File: src/rtl/gray_pkg.sv
// -----------------------------------------------------------------------------
// gray_pkg
// Shared definitions for the Gray-code counter and its checkers.
//  - step_kind_e : what the counter does on a given edge
//  - DEF_WIDTH / DEF_MAX : default counter width and its largest value
//  - bin2gray / gray2bin : width-agnostic conversions on a 64-bit container.
//    Callers zero-extend narrower values and truncate the result. Zero upper
//    bits leave the low bits of either conversion correct.
// -----------------------------------------------------------------------------
package gray_pkg;

    localparam int DEF_WIDTH = 4;
    localparam int DEF_MAX   = 2**DEF_WIDTH - 1;

    typedef enum logic [1:0] {
        STEP_HOLD = 2'd0,
        STEP_LOAD = 2'd1,
        STEP_INC  = 2'd2,
        STEP_DEC  = 2'd3
    } step_kind_e;

    function automatic logic [63:0] bin2gray(input logic [63:0] bin);
        return bin ^ (bin >> 1);
    endfunction

    // Each binary bit is the XOR of all Gray bits at or above it.
    function automatic logic [63:0] gray2bin(input logic [63:0] gray);
        logic [63:0] bin;
        bin[63] = gray[63];
        for (int i = 62; i >= 0; i--) begin
            bin[i] = bin[i+1] ^ gray[i];
        end
        return bin;
    endfunction

endpackage

File: src/rtl/binary2gray.sv
// -----------------------------------------------------------------------------
// binary2gray
// Purely combinational binary-to-Gray converter.
// Ports:
//  bin   in  WIDTH  binary value
//  gray  out WIDTH  Gray encoding of bin (bin ^ (bin >> 1))
// -----------------------------------------------------------------------------
module binary2gray #(
    parameter int WIDTH = 4
) (
    input  logic [WIDTH-1:0] bin,
    output logic [WIDTH-1:0] gray
);

    // The MSB passes straight through; every lower bit is the XOR of itself
    // and its upper neighbour.
    assign gray[WIDTH-1] = bin[WIDTH-1];

    generate
        for (genvar gi = 0; gi < WIDTH-1; gi++) begin : g_bit
            assign gray[gi] = bin[gi] ^ bin[gi+1];
        end
    endgenerate

endmodule

File: src/rtl/gray_counter.sv
// -----------------------------------------------------------------------------
// gray_counter
// Registered up/down binary counter with a registered Gray-code twin output.
// Each enabled step changes exactly one Gray bit; load may change several.
// Ports:
//  clk       in   1      rising-edge clock
//  rst       in   1      asynchronous active-high reset (to INIT)
//  en        in   1      advance one step this cycle
//  up_dn     in   1      1 = increment, 0 = decrement
//  load      in   1      synchronous load of load_val (beats en)
//  load_val  in   WIDTH  binary value to load
//  bin_out   out  WIDTH  current count, binary
//  gray_out  out  WIDTH  current count, Gray
//  wrap      out  1      one-cycle pulse after a limit crossing (max->0, 0->max)
//  at_limit  out  1      count sits at the limit in the current up_dn direction
// Parameters:
//  WIDTH      counter width, >= 2
//  INIT       reset value, < 2**WIDTH
//  WRAP_MODE  1 = wrap at limits, 0 = saturate at limits
// -----------------------------------------------------------------------------
module gray_counter
    import gray_pkg::*;
#(
    parameter int WIDTH     = 4,
    parameter int INIT      = 0,
    parameter bit WRAP_MODE = 1'b1
) (
    input  logic             clk,
    input  logic             rst,
    input  logic             en,
    input  logic             up_dn,
    input  logic             load,
    input  logic [WIDTH-1:0] load_val,
    output logic [WIDTH-1:0] bin_out,
    output logic [WIDTH-1:0] gray_out,
    output logic             wrap,
    output logic             at_limit
);

    localparam logic [WIDTH-1:0] MAX_VAL   = {WIDTH{1'b1}};
    localparam logic [WIDTH-1:0] ONE_VAL   = {{(WIDTH-1){1'b0}}, 1'b1};
    localparam logic [WIDTH-1:0] INIT_VAL  = INIT[WIDTH-1:0];
    localparam logic [WIDTH-1:0] INIT_GRAY = WIDTH'(bin2gray(64'(INIT_VAL)));

    logic [WIDTH-1:0] bin_reg;
    logic [WIDTH-1:0] bin_next;
    logic [WIDTH-1:0] gray_reg;
    logic [WIDTH-1:0] gray_next;
    logic             wrap_reg;
    logic             wrap_next;
    logic             at_max;
    logic             at_zero;
    step_kind_e       step_kind;

    assign at_max  = (bin_reg == MAX_VAL);
    assign at_zero = (bin_reg == '0);

    // Priority below reset: load, then en, then hold.
    always_comb begin
        step_kind = STEP_HOLD;
        if (load) begin
            step_kind = STEP_LOAD;
        end else if (en) begin
            step_kind = up_dn ? STEP_INC : STEP_DEC;
        end
    end

    // Next binary value and wrap pulse. At a limit the count either wraps
    // (with a one-cycle pulse) or holds, depending on WRAP_MODE.
    always_comb begin
        bin_next  = bin_reg;
        wrap_next = 1'b0;
        case (step_kind)
            STEP_LOAD: begin
                bin_next = load_val;
            end
            STEP_INC: begin
                if (!at_max) begin
                    bin_next = bin_reg + ONE_VAL;
                end else if (WRAP_MODE) begin
                    bin_next  = '0;
                    wrap_next = 1'b1;
                end
            end
            STEP_DEC: begin
                if (!at_zero) begin
                    bin_next = bin_reg - ONE_VAL;
                end else if (WRAP_MODE) begin
                    bin_next  = MAX_VAL;
                    wrap_next = 1'b1;
                end
            end
            default: begin
                bin_next = bin_reg;
            end
        endcase
    end

    // Gray is encoded from the next binary value and registered alongside it,
    // so gray_out is glitch-free and lands on the same edge as bin_out.
    binary2gray #(
        .WIDTH (WIDTH)
    ) u_binary2gray (
        .bin  (bin_next),
        .gray (gray_next)
    );

    always_ff @(posedge clk or posedge rst) begin
        if (rst) begin
            bin_reg  <= INIT_VAL;
            gray_reg <= INIT_GRAY;
            wrap_reg <= 1'b0;
        end else begin
            bin_reg  <= bin_next;
            gray_reg <= gray_next;
            wrap_reg <= wrap_next;
        end
    end

    assign bin_out  = bin_reg;
    assign gray_out = gray_reg;
    assign wrap     = wrap_reg;
    // Deliberately combinational on up_dn so a consumer can see the limit in
    // the cycle before the edge that would cross it.
    assign at_limit = up_dn ? at_max : at_zero;

endmodule

File: config.mk
export PLATFORM = sky130hd
export DESIGN_NAME = gray_counter
export DESIGN_NICKNAME = d
export VERILOG_FILES = /design/src/rtl/gray_pkg.sv /design/src/rtl/binary2gray.sv /design/src/rtl/gray_counter.sv
export SDC_FILE = /design/constraint.sdc
export NUM_CORES = 1
export LEC_CHECK = 0
export ABC_AREA = 1
export ABC_CLOCK_PERIOD_IN_PS = 2260
export BUFFER_PORTS_ARGS = -buffer_cell sky130_fd_sc_hd__buf_2
export CAP_MARGIN = 20
export CORE_AREA = 2 2 39 41
export CTS_CLUSTER_SIZE = 8
export DETAILED_ROUTE_END_ITERATION = 10
export DIE_AREA = 0 0 41 43
export PLACE_DENSITY_LB_ADDON = 0.08
export SYNTH_ARGS = -nofsm -noshare
export SYNTH_HDL_FRONTEND = slang
export SYNTH_SLANG_ARGS = --single-unit
File: constraint.sdc
create_clock -name clk -period 2.26 [get_ports clk]
set_clock_uncertainty 0.1 [all_clocks]
set_input_delay 0.452 -clock clk [delete_from_list [all_inputs] [get_ports clk]]
set_output_delay 0.452 -clock clk [all_outputs]
set_load 0.005 [all_outputs]
---- Yosys cells after proc, flatten, opt, wreduce, memory -nomap -nowiden ----
Cells that the tools add are included.
W data, S select, Z words.
storage, ports and cells
  bits in registers ....................... 9
  bits of input ports ..................... 9
  output and inout bits ................... 10
operators by class
  $add $sub $neg .......................... 2
  equality and inequality tests ........... 4
  multiplexer cells ....................... 10
  bitwise gates (word level) .............. 3
  reductions and logical operators ........ 1
operator list
  operator               count
  $pmux W4 S3            1
  $mux W4                2
  $add A4 B1 Y4 const B  1
  $eq A2 B2 Y1 const B   2
  $eq A4 B4 Y1 const B   1
  $logic_not A4 Y1       1
  $mux W1                4
  $mux W2                2
  $sub A4 B1 Y4 const B  1
  $xor A1 B1 Y1          3
  $eq A2 B1 Y1 const B   1
  $pmux W1 S2            1

---- Longest topological paths before layout ----
Gate-level depths: netlist of the first run.
  depth after elaboration ................. 6
  gate-level depth with buffers ........... 11
  depth with buffers taken out ............ 11

---- By module ----
Synthesis of the first run repeated with hierarchy kept, for this count alone.
unflattened totals
  cell total of the unflattened synthesis .. 78
  area total of the unflattened synthesis .. 568.0 sq um
by module, submodules not included
  module        times used  cells each  area an instance (sq um)  seq. area each (sq um)
  gray_counter  1           64          511.7                     225.2
  binary2gray   1           14          56.3                      0.0

---- Worst setup path after synthesis of the first run ----
Ideal clock, no wire load.
  kind .................................... flip-flop to output port
  from .................................... register bin_reg[1] (netlist: bin_out[1])
  to ...................................... output port at_limit
  arrival time ............................ 0.945 ns
  required time ........................... 1.708 ns
  slack ................................... 0.763 ns
  cell stages (with the launch flop) ...... 6
  buffers on the path ..................... 0
  cell sequence ........................... dfrtp_1 > ha_1 > nand2_1 > nor2_1 > nand2_1 > nand2_1
between the ends
  word-level cells in the longest chain between the ends .. 2
  elaborated cells between the ends (all ways) .. 3
  those cells by class .................... 1 x eq/ne; 1 x mux; 1 x reduce/logical
ends and longest elaborated chain
  item                                              RTL line                                RTL
  from (decl)                                       gray_counter.sv:45                      logic [WIDTH-1:0] bin_reg;
  from (signal assigned)                            gray_counter.sv:114                     bin_reg <= bin_next;
  $eq A4 B4 Y1 or $logic_not A4 Y1 (tied branches)  gray_counter.sv:55, gray_counter.sv:56
  $mux W1 (*)                                       gray_counter.sv:125                     assign at_limit = up_dn ? at_max : at_zero;
  to (decl)                                         gray_counter.sv:37                      output logic at_limit
Mark *: on every way between the ends. The rest lies on a longest branch, timed or not.

---- Final worst setup path of the first run ----
Ends and elaborated chain as after synthesis.

==> results of run 1 <==
-- where the power goes --
group | internal (mW) | leakage (nW) | switching (mW)
Sequential | 0.164 | 0.0983 | 0.0188
Clock | 0.0603 | 0.0138 | 0.0422
Combinational | 0.0608 | 0.289 | 0.0827
Total | 0.285 | 0.401 | 0.144
-- metrics by stage --
step	cells	total power, mW	utilization
after floorplan	80	0.286	-
final	115	0.429	0.522
after global placement	112	0.330	0.505
after detailed placement	112	0.331	0.505
after global routing	115	0.474	0.522
after CTS	115	0.436	0.522
-- path summary, 6_finish.rpt --
| check | cells past startpoint | end | from | slack, ns |
|---|---|---|---|---|
| max | 6 | at_limit | bin_out[1] | 0.32 |
| max in group asynchronous | 2 | wrap | rst | 1.80 |
| min | 2 | gray_out[1] | rst | 0.03 |
| min in group clk | 3 | bin_out[0] | load_val[0] | 0.40 |
| min reg2reg | 2 | bin_out[0] | bin_out[0] | 0.60 |
| max reg2reg | 10 | gray_out[2] | bin_out[0] | 0.73 |
-- cell families after synthesis --
logic type / after synthesis / synth area share
AO/OA/AOI/OAI: 5 / 0.0453
XOR/XNOR: 1 / 0.0144
adder cells (fa/ha/maj): 2 / 0.0411
buffers and inverters: 13 / 0.0988
flip-flops: 8 / 0.329
AND/OR/NAND/NOR: 51 / 0.471
-- cell type report --
cell class	count	area, µm²
Fill cell	143	662
Tap cell	16	20.0
Clock buffer	3	22.5
Sequential cell	8	200
Inverter	11	41.3
Multi-Input combinational cell	59	348
Timing Repair Buffer	18	90.1
-- metal layers --
layer	track usage	vias up
met5	0	-
met4	0.0200	0
met3	0.0785	0
met2	0.253	18
met1	0.246	250
li1	-	290
-- worst max-delay path, cell delays in order, from the launching register on --
cell and delay, ns:
sky130_fd_sc_hd__dfrtp_1 0.45, sky130_fd_sc_hd__ha_1 0.20, sky130_fd_sc_hd__nand2_1 0.08, sky130_fd_sc_hd__nor2_1 0.14, sky130_fd_sc_hd__nand2_1 0.10, sky130_fd_sc_hd__nand2_1 0.07
sky130_fd_sc_hd__buf_2 0.11
-- placed cells by master, fill, tap and decap left out, types with 3 or more instances in the layout --
master	n
sky130_fd_sc_hd__nand2_1	28
sky130_fd_sc_hd__buf_2	18
sky130_fd_sc_hd__inv_1	8
sky130_fd_sc_hd__dfrtp_1	8
sky130_fd_sc_hd__nand3_1	6
sky130_fd_sc_hd__inv_2	3
sky130_fd_sc_hd__nor2_1	3
sky130_fd_sc_hd__a21oi_1	3
sky130_fd_sc_hd__nand2_2	3
sky130_fd_sc_hd__clkbuf_4	3
==> flow_results.org, run 1 <==
** STA
- Period utilization :: 0.857
- Measured slew at the worst slew-check pin :: 0.293 ns
- After layout, the minimum clock period comes to 1.94 ns.
- Final-layout setup total negative slack :: 0 ns
- Headroom to the max-slew limit came out at 0.805.
- Number of setup violations in the final report :: 0
- Max-slew violations :: 0
- The final hold violation count came to 0.
- Setup slack after layout :: roughly 0.32 ns
- Maximum clock rate :: 516 MHz
- Final hold analysis gives a worst-case slack of approximately 0.034 ns.
- Setup repair after global routing left no endpoint under its margin.

** Power and ir drop
- In this run the power density over the cells is 594 nW/µm².
- The worst-case IR drop observed on VDD is about 0.54 mV.
- For this design the static power due to leakage is 0.401 nW.

** Detailed routing
- In this run, the number of DRC markers left after iteration 0 of detailed routing was 10.
- Wire length on met3 :: approximately 76 µm
- For this run, design rule violations remaining after detail routing come to 0.
- Post-detailed-route count of antenna-violating nets :: 0
- Drt total wl :: 1210 µm
- Signal routing reaches up to met3.
- Detailed-routing wirelength on met1 :: around 570 µm
- Routed wirelength normalized by instance count :: between 10 and 15 µm
- Detailed routing inserted a total of ~560 vias.
- Drt first pass iters :: 4
- Met2 WL :: approximately 560 µm
- Using the TritonRoute via totals, the vias-per-cell ratio works out to about 4.9.

** Place
- Before CTS, the worst setup slack after placement is 0.578 ns.
- Input/output buffers :: 18
- The placed instances occupy a cell area of between 600 and 700 µm².
- HPWL after detailed placement :: between 900 and 1000 µm
- Routability-driven placement finished with a final weighted congestion of 0.825.

** Cells and area
- 0 antenna diodes ended up in the layout.
- With fillers left out, the area of the finished cells amounts to approximately 720 µm².
- Flip-flop count of the largest register, all copies and words added :: 4
- From synthesis to final layout, the design area changed by 18.7%.
- After the last flow step, the layout net total stands at 112.
- Share of post-route cells with drive strength above 1 :: 0.354

** Clock network
- The later pin in the worst-skew pair is clocked with a latency of 0.25 ns.
- Maximum clock insertion buffer count :: 2
- In this run, post-CTS hold repair placed 0 buffers.
- The cell sitting at the root of the clock tree is a sky130_fd_sc_hd__clkbuf_4.
- Total number of H-tree levels :: 1
- Count of instances resized after the clock tree is built :: 0
- For this design, the sink count on the clock tree is 8.
- After clock tree synthesis, the clock-pin slew on the worst setup and hold paths is about 0.050 ns.
- Setup bufs post-CTS :: 0
- TritonCTS created 3 clock buffers.
- TritonCTS built the clock tree.

** GRT
- Via count of the first global-routing pass :: about 500
- The first global-routing pass estimated around 2100 µm of wire.
- Across every metal layer, demand over resource in global routing totals 0.175.
- The total overflow left after global routing is 0.
- The number of antenna violations at the first check in global routing is 0.
- Maximum number of pins on one net before global-route repair :: 10

** Worst setup path
- Data on the critical path is required at its endpoint by approximately 1.7 ns.
- The worst setup path is of the register to output pin kind.
- Of all nets on the critical path, the largest fanout is 7.
- STA puts the critical path data arrival time at about 1.4 ns.
- Critical Path End Type :: output pin
- Startpoint Class :: register

** Yosys
- Dominant synthesized flop cell :: sky130_fd_sc_hd__dfrtp_1
- When the netlist entered floorplanning its net count stood at 91.
- Proportion of synthesized flip-flops having asynchronous set or reset :: 1.00
- In the synthesized netlist, the number of instances is 80.
- Commonest cells in the synthesized netlist :: sky130_fd_sc_hd__nand2_1, sky130_fd_sc_hd__dfrtp_1, sky130_fd_sc_hd__inv_1
- The number of different library cells used by synthesis comes to 21.
- Library cell occupying the most area in the post-synthesis netlist :: sky130_fd_sc_hd__dfrtp_1
- Syn Std Cell Area :: ~610 µm²
- Of the synthesized area, sequential elements account for 0.329.
- The share of synthesized area in the top cell type comes to 0.329.
- The synthesized design contains 0 enable-type register cells.
- The average instance in the mapped netlist occupies between 7 and 8 µm².
- After synthesis, the cell types taking the most area are sky130_fd_sc_hd__dfrtp_1, sky130_fd_sc_hd__nand2_1, sky130_fd_sc_hd__nand4_4, sky130_fd_sc_hd__nand3_1, sky130_fd_sc_hd__inv_1.
- During synthesis, Yosys emitted a total of 0 warnings.
- In the post-synthesis netlist, the cell with the most instances is sky130_fd_sc_hd__nand2_1.
- Counting flops and latches in the post-synthesis netlist gives 8.

** Outcome
- Outcome :: complete, no violations

** Floorplan
- The core region is roughly 1400 µm².
- After floorplanning, the core was divided into 14 placement rows.
- Area of the die :: 1760 µm²
- Chip Width :: a little over 40 µm
- During I/O placement, the number of pins put on the boundary was 19.
- Starting density of the core :: 0.439
- The die is between 40 and 50 µm tall.

** Job
- MaxCap Viol Count :: 0

** Worst hold path
- Type of the worst min-delay path :: primary input to async pin
Note: power is estimated with default switching activity, not from simulation.
==> inputs of run 2 (changes only) <==
--- a/config.mk
+++ b/config.mk
@@ -9,10 +9,12 @@
 export ABC_CLOCK_PERIOD_IN_PS = 2260
 export BUFFER_PORTS_ARGS = -buffer_cell sky130_fd_sc_hd__buf_2
 export CAP_MARGIN = 20
-export CORE_AREA = 2 2 39 41
+export CELL_PAD_IN_SITES_DETAIL_PLACEMENT = 2
+export CELL_PAD_IN_SITES_GLOBAL_PLACEMENT = 2
+export CORE_MARGIN = 1.5
+export CORE_UTILIZATION = 28
 export CTS_CLUSTER_SIZE = 8
 export DETAILED_ROUTE_END_ITERATION = 10
-export DIE_AREA = 0 0 41 43
 export PLACE_DENSITY_LB_ADDON = 0.08
 export SYNTH_ARGS = -nofsm -noshare
 export SYNTH_HDL_FRONTEND = slang
==> flow_results.org, run 2 (synthesis results as in run 1) <==
** GRT
- Via count of the first global-routing pass :: 641
- For this run, the total global-route usage over all layers was measured as 0.162.
- Grt total ovfl :: 0
- The first global-routing pass estimated just under 3000 µm of wire.
- The number of antenna violations at the first check in global routing was 0.
- Entering global routing, the biggest net connects 10 pins.

** Outcome
- The run finished with clean final reports.

** STA
- Final-layout setup total negative slack :: 0 ns
- Subtracting the final worst setup slack from the clock period gives a little over 2 ns.
- Max_slew headroom :: 0.779
- The number of pins exceeding their max-slew limit in the final report was 0.
- Timing would allow up to between 400 and 500 MHz.
- Number of setup violations in the final report :: 0
- For the pin with the worst max-slew slack, the measured transition is between 0.3 and 0.4 ns.
- Setup slack after layout :: 0.232 ns
- Hold_ws :: approximately 0.034 ns
- Setup repair after global routing left no endpoint under its margin.
- Period utilization :: 0.897
- Number of hold violations in the final report :: 0

** Floorplan
- DIE HEIGHT :: between 40 and 50 µm
- The initial utilization of the core area, before any placement, comes to 0.304.
- Measured along the x axis, the die boundary spans 49.6 µm.
- Total I/O pin count :: 19
- The core region is about 2000 µm².
- In this run the core area contains 16 standard-cell rows.
- The die covers 2460 µm².

** Job
- The tool flagged a number of max-cap violations equal to 0.

** Cells and area
- In the layout the commonest cells are sky130_fd_sc_hd__nand2_1, sky130_fd_sc_hd__buf_2, sky130_fd_sc_hd__inv_1, sky130_fd_sc_hd__dfrtp_1, sky130_fd_sc_hd__nand3_1.
- Core occupancy in the finished layout :: 0.368
- Of the cells placed in the final design, the portion with a size suffix greater than 1 is 0.354.
- The register with the most flip-flops in the layout has 4 of them.
- For this run, the post-layout net count is 112.
- Compared with the post-synthesis result, the final layout area differs by 21.0%.
- Commonest non-fill, non-tap cell in the layout :: sky130_fd_sc_hd__nand2_1
- Diode count :: 0

** Detailed routing
- Once detail routing completed, the nets flagged for antenna violations numbered 0.
- After detailed routing, the total wire length is around 1700 µm.
- DRC violations left :: 0
- Drt first pass iters :: 2
- For this block, the initial DRC count from the detailed router was 3.
- For this block, the via count after detailed routing is ~590.
- Using the TritonRoute via totals, the vias-per-cell ratio works out to roughly 4.7.
- Routed wirelength normalized by instance count :: between 10 and 15 µm

** Worst setup path
- Required time at the worst-slack endpoint :: about 1.7 ns
- Critical Path AT :: around 1.5 ns
- The worst setup path is captured at an output pin.
- Startpoint Class :: register
- Worst Path Class, Setup :: register to output pin
- Biggest fanout along the worst timing path :: 7

** Place
- Gpl congestion :: a little under 0.8
- The wire-length estimate of the detail-placed layout is between 1000 and 1500 µm.
- Minimum setup slack after placement :: about 0.48 ns
- During placement, the flow inserted port buffers numbering 18.

** Clock network
- Count of instances resized after the clock tree is built :: 0
- CTS hold repair buffers :: 0
- Sinks on the clock net :: 8
- Clock-pin slew on the worst setup and hold paths :: 0.05 ns
- CTS built an H-tree with a depth of 1.
- At the later pin of the worst-skew pair, clock insertion delay measures ~0.25 ns.
- Clock tree synthesis selected as its root buffer the cell sky130_fd_sc_hd__clkbuf_4.
- Counting along the longest clock path gives a buffer depth of 2.
- TritonCTS built the clock tree.
- The number of clock buffers added by TritonCTS is 3.
- Setup bufs post-CTS :: 0

** Power and ir drop
- VDD sags by at most 0.371 mV.
- Summed over all cells, the static leakage comes to ~0.40 nW.
- P per Cell Area :: ~600 nW/µm²

** Worst hold path
- Type of the worst min-delay path :: primary input to async pin
-- run 2: power by group --
part | switching (mW) | leakage, nW | internal, mW
sequential | 0.0205 | 0.0983 | 0.164
combinational | 0.0897 | 0.289 | 0.0609
clock | 0.0470 | 0.0138 | 0.0607
total | 0.157 | 0.401 | 0.286
-- run 2: cell type report --
| type | count | area, µm² |
|---|---|---|
| repair buffers | 18 | 90.1 |
| multi-input cells | 59 | 348 |
| flip-flops and latches | 8 | 200 |
| fillers | 254 | 1270 |
| well taps | 27 | 33.8 |
| inverters | 11 | 41.3 |
| clock buffers | 3 | 22.5 |
-- run 2: per-layer routing --
layer | GRT usage | up-vias | share of wire
li1 | - | 292 | -
met4 | 0.0417 | 0 | 0.0042
met3 | 0.0545 | 2 | 0.051
met5 | 0 | - | 0
met2 | 0.267 | 17 | 0.47
met1 | 0.202 | 278 | 0.48
-- run 2: critical path, stage by stage, from the launching register on --
cell,delay [ns]
sky130_fd_sc_hd__dfrtp_1,0.47
sky130_fd_sc_hd__ha_1,0.21
sky130_fd_sc_hd__nand2_1,0.09
sky130_fd_sc_hd__nor2_1,0.17
sky130_fd_sc_hd__nand2_1,0.10
sky130_fd_sc_hd__nand2_1,0.08
sky130_fd_sc_hd__buf_2,0.11
-- run 2: worst paths after layout --
path / slack (ns) / start / endpoint / depth (start not counted)
min: 0.03 / rst / gray_out[1] / 2
max: 0.23 / bin_out[1] / at_limit / 6
min in group clk: 0.41 / load_val[1] / bin_out[1] / 3
min reg2reg: 0.60 / bin_out[0] / bin_out[0] / 2
max reg2reg: 0.70 / bin_out[0] / gray_out[0] / 8
max in group asynchronous: 1.79 / rst / bin_out[0] / 2
-- run 2: per-stage QoR --
step                      area, µm²  power (mW)  std cells
final                           736       0.443        126
after global routing            736       0.485        126
after CTS                       736       0.453        126
after detailed placement        713       0.341        123
after global placement          713       0.336        123
after floorplan                 608       0.286         80
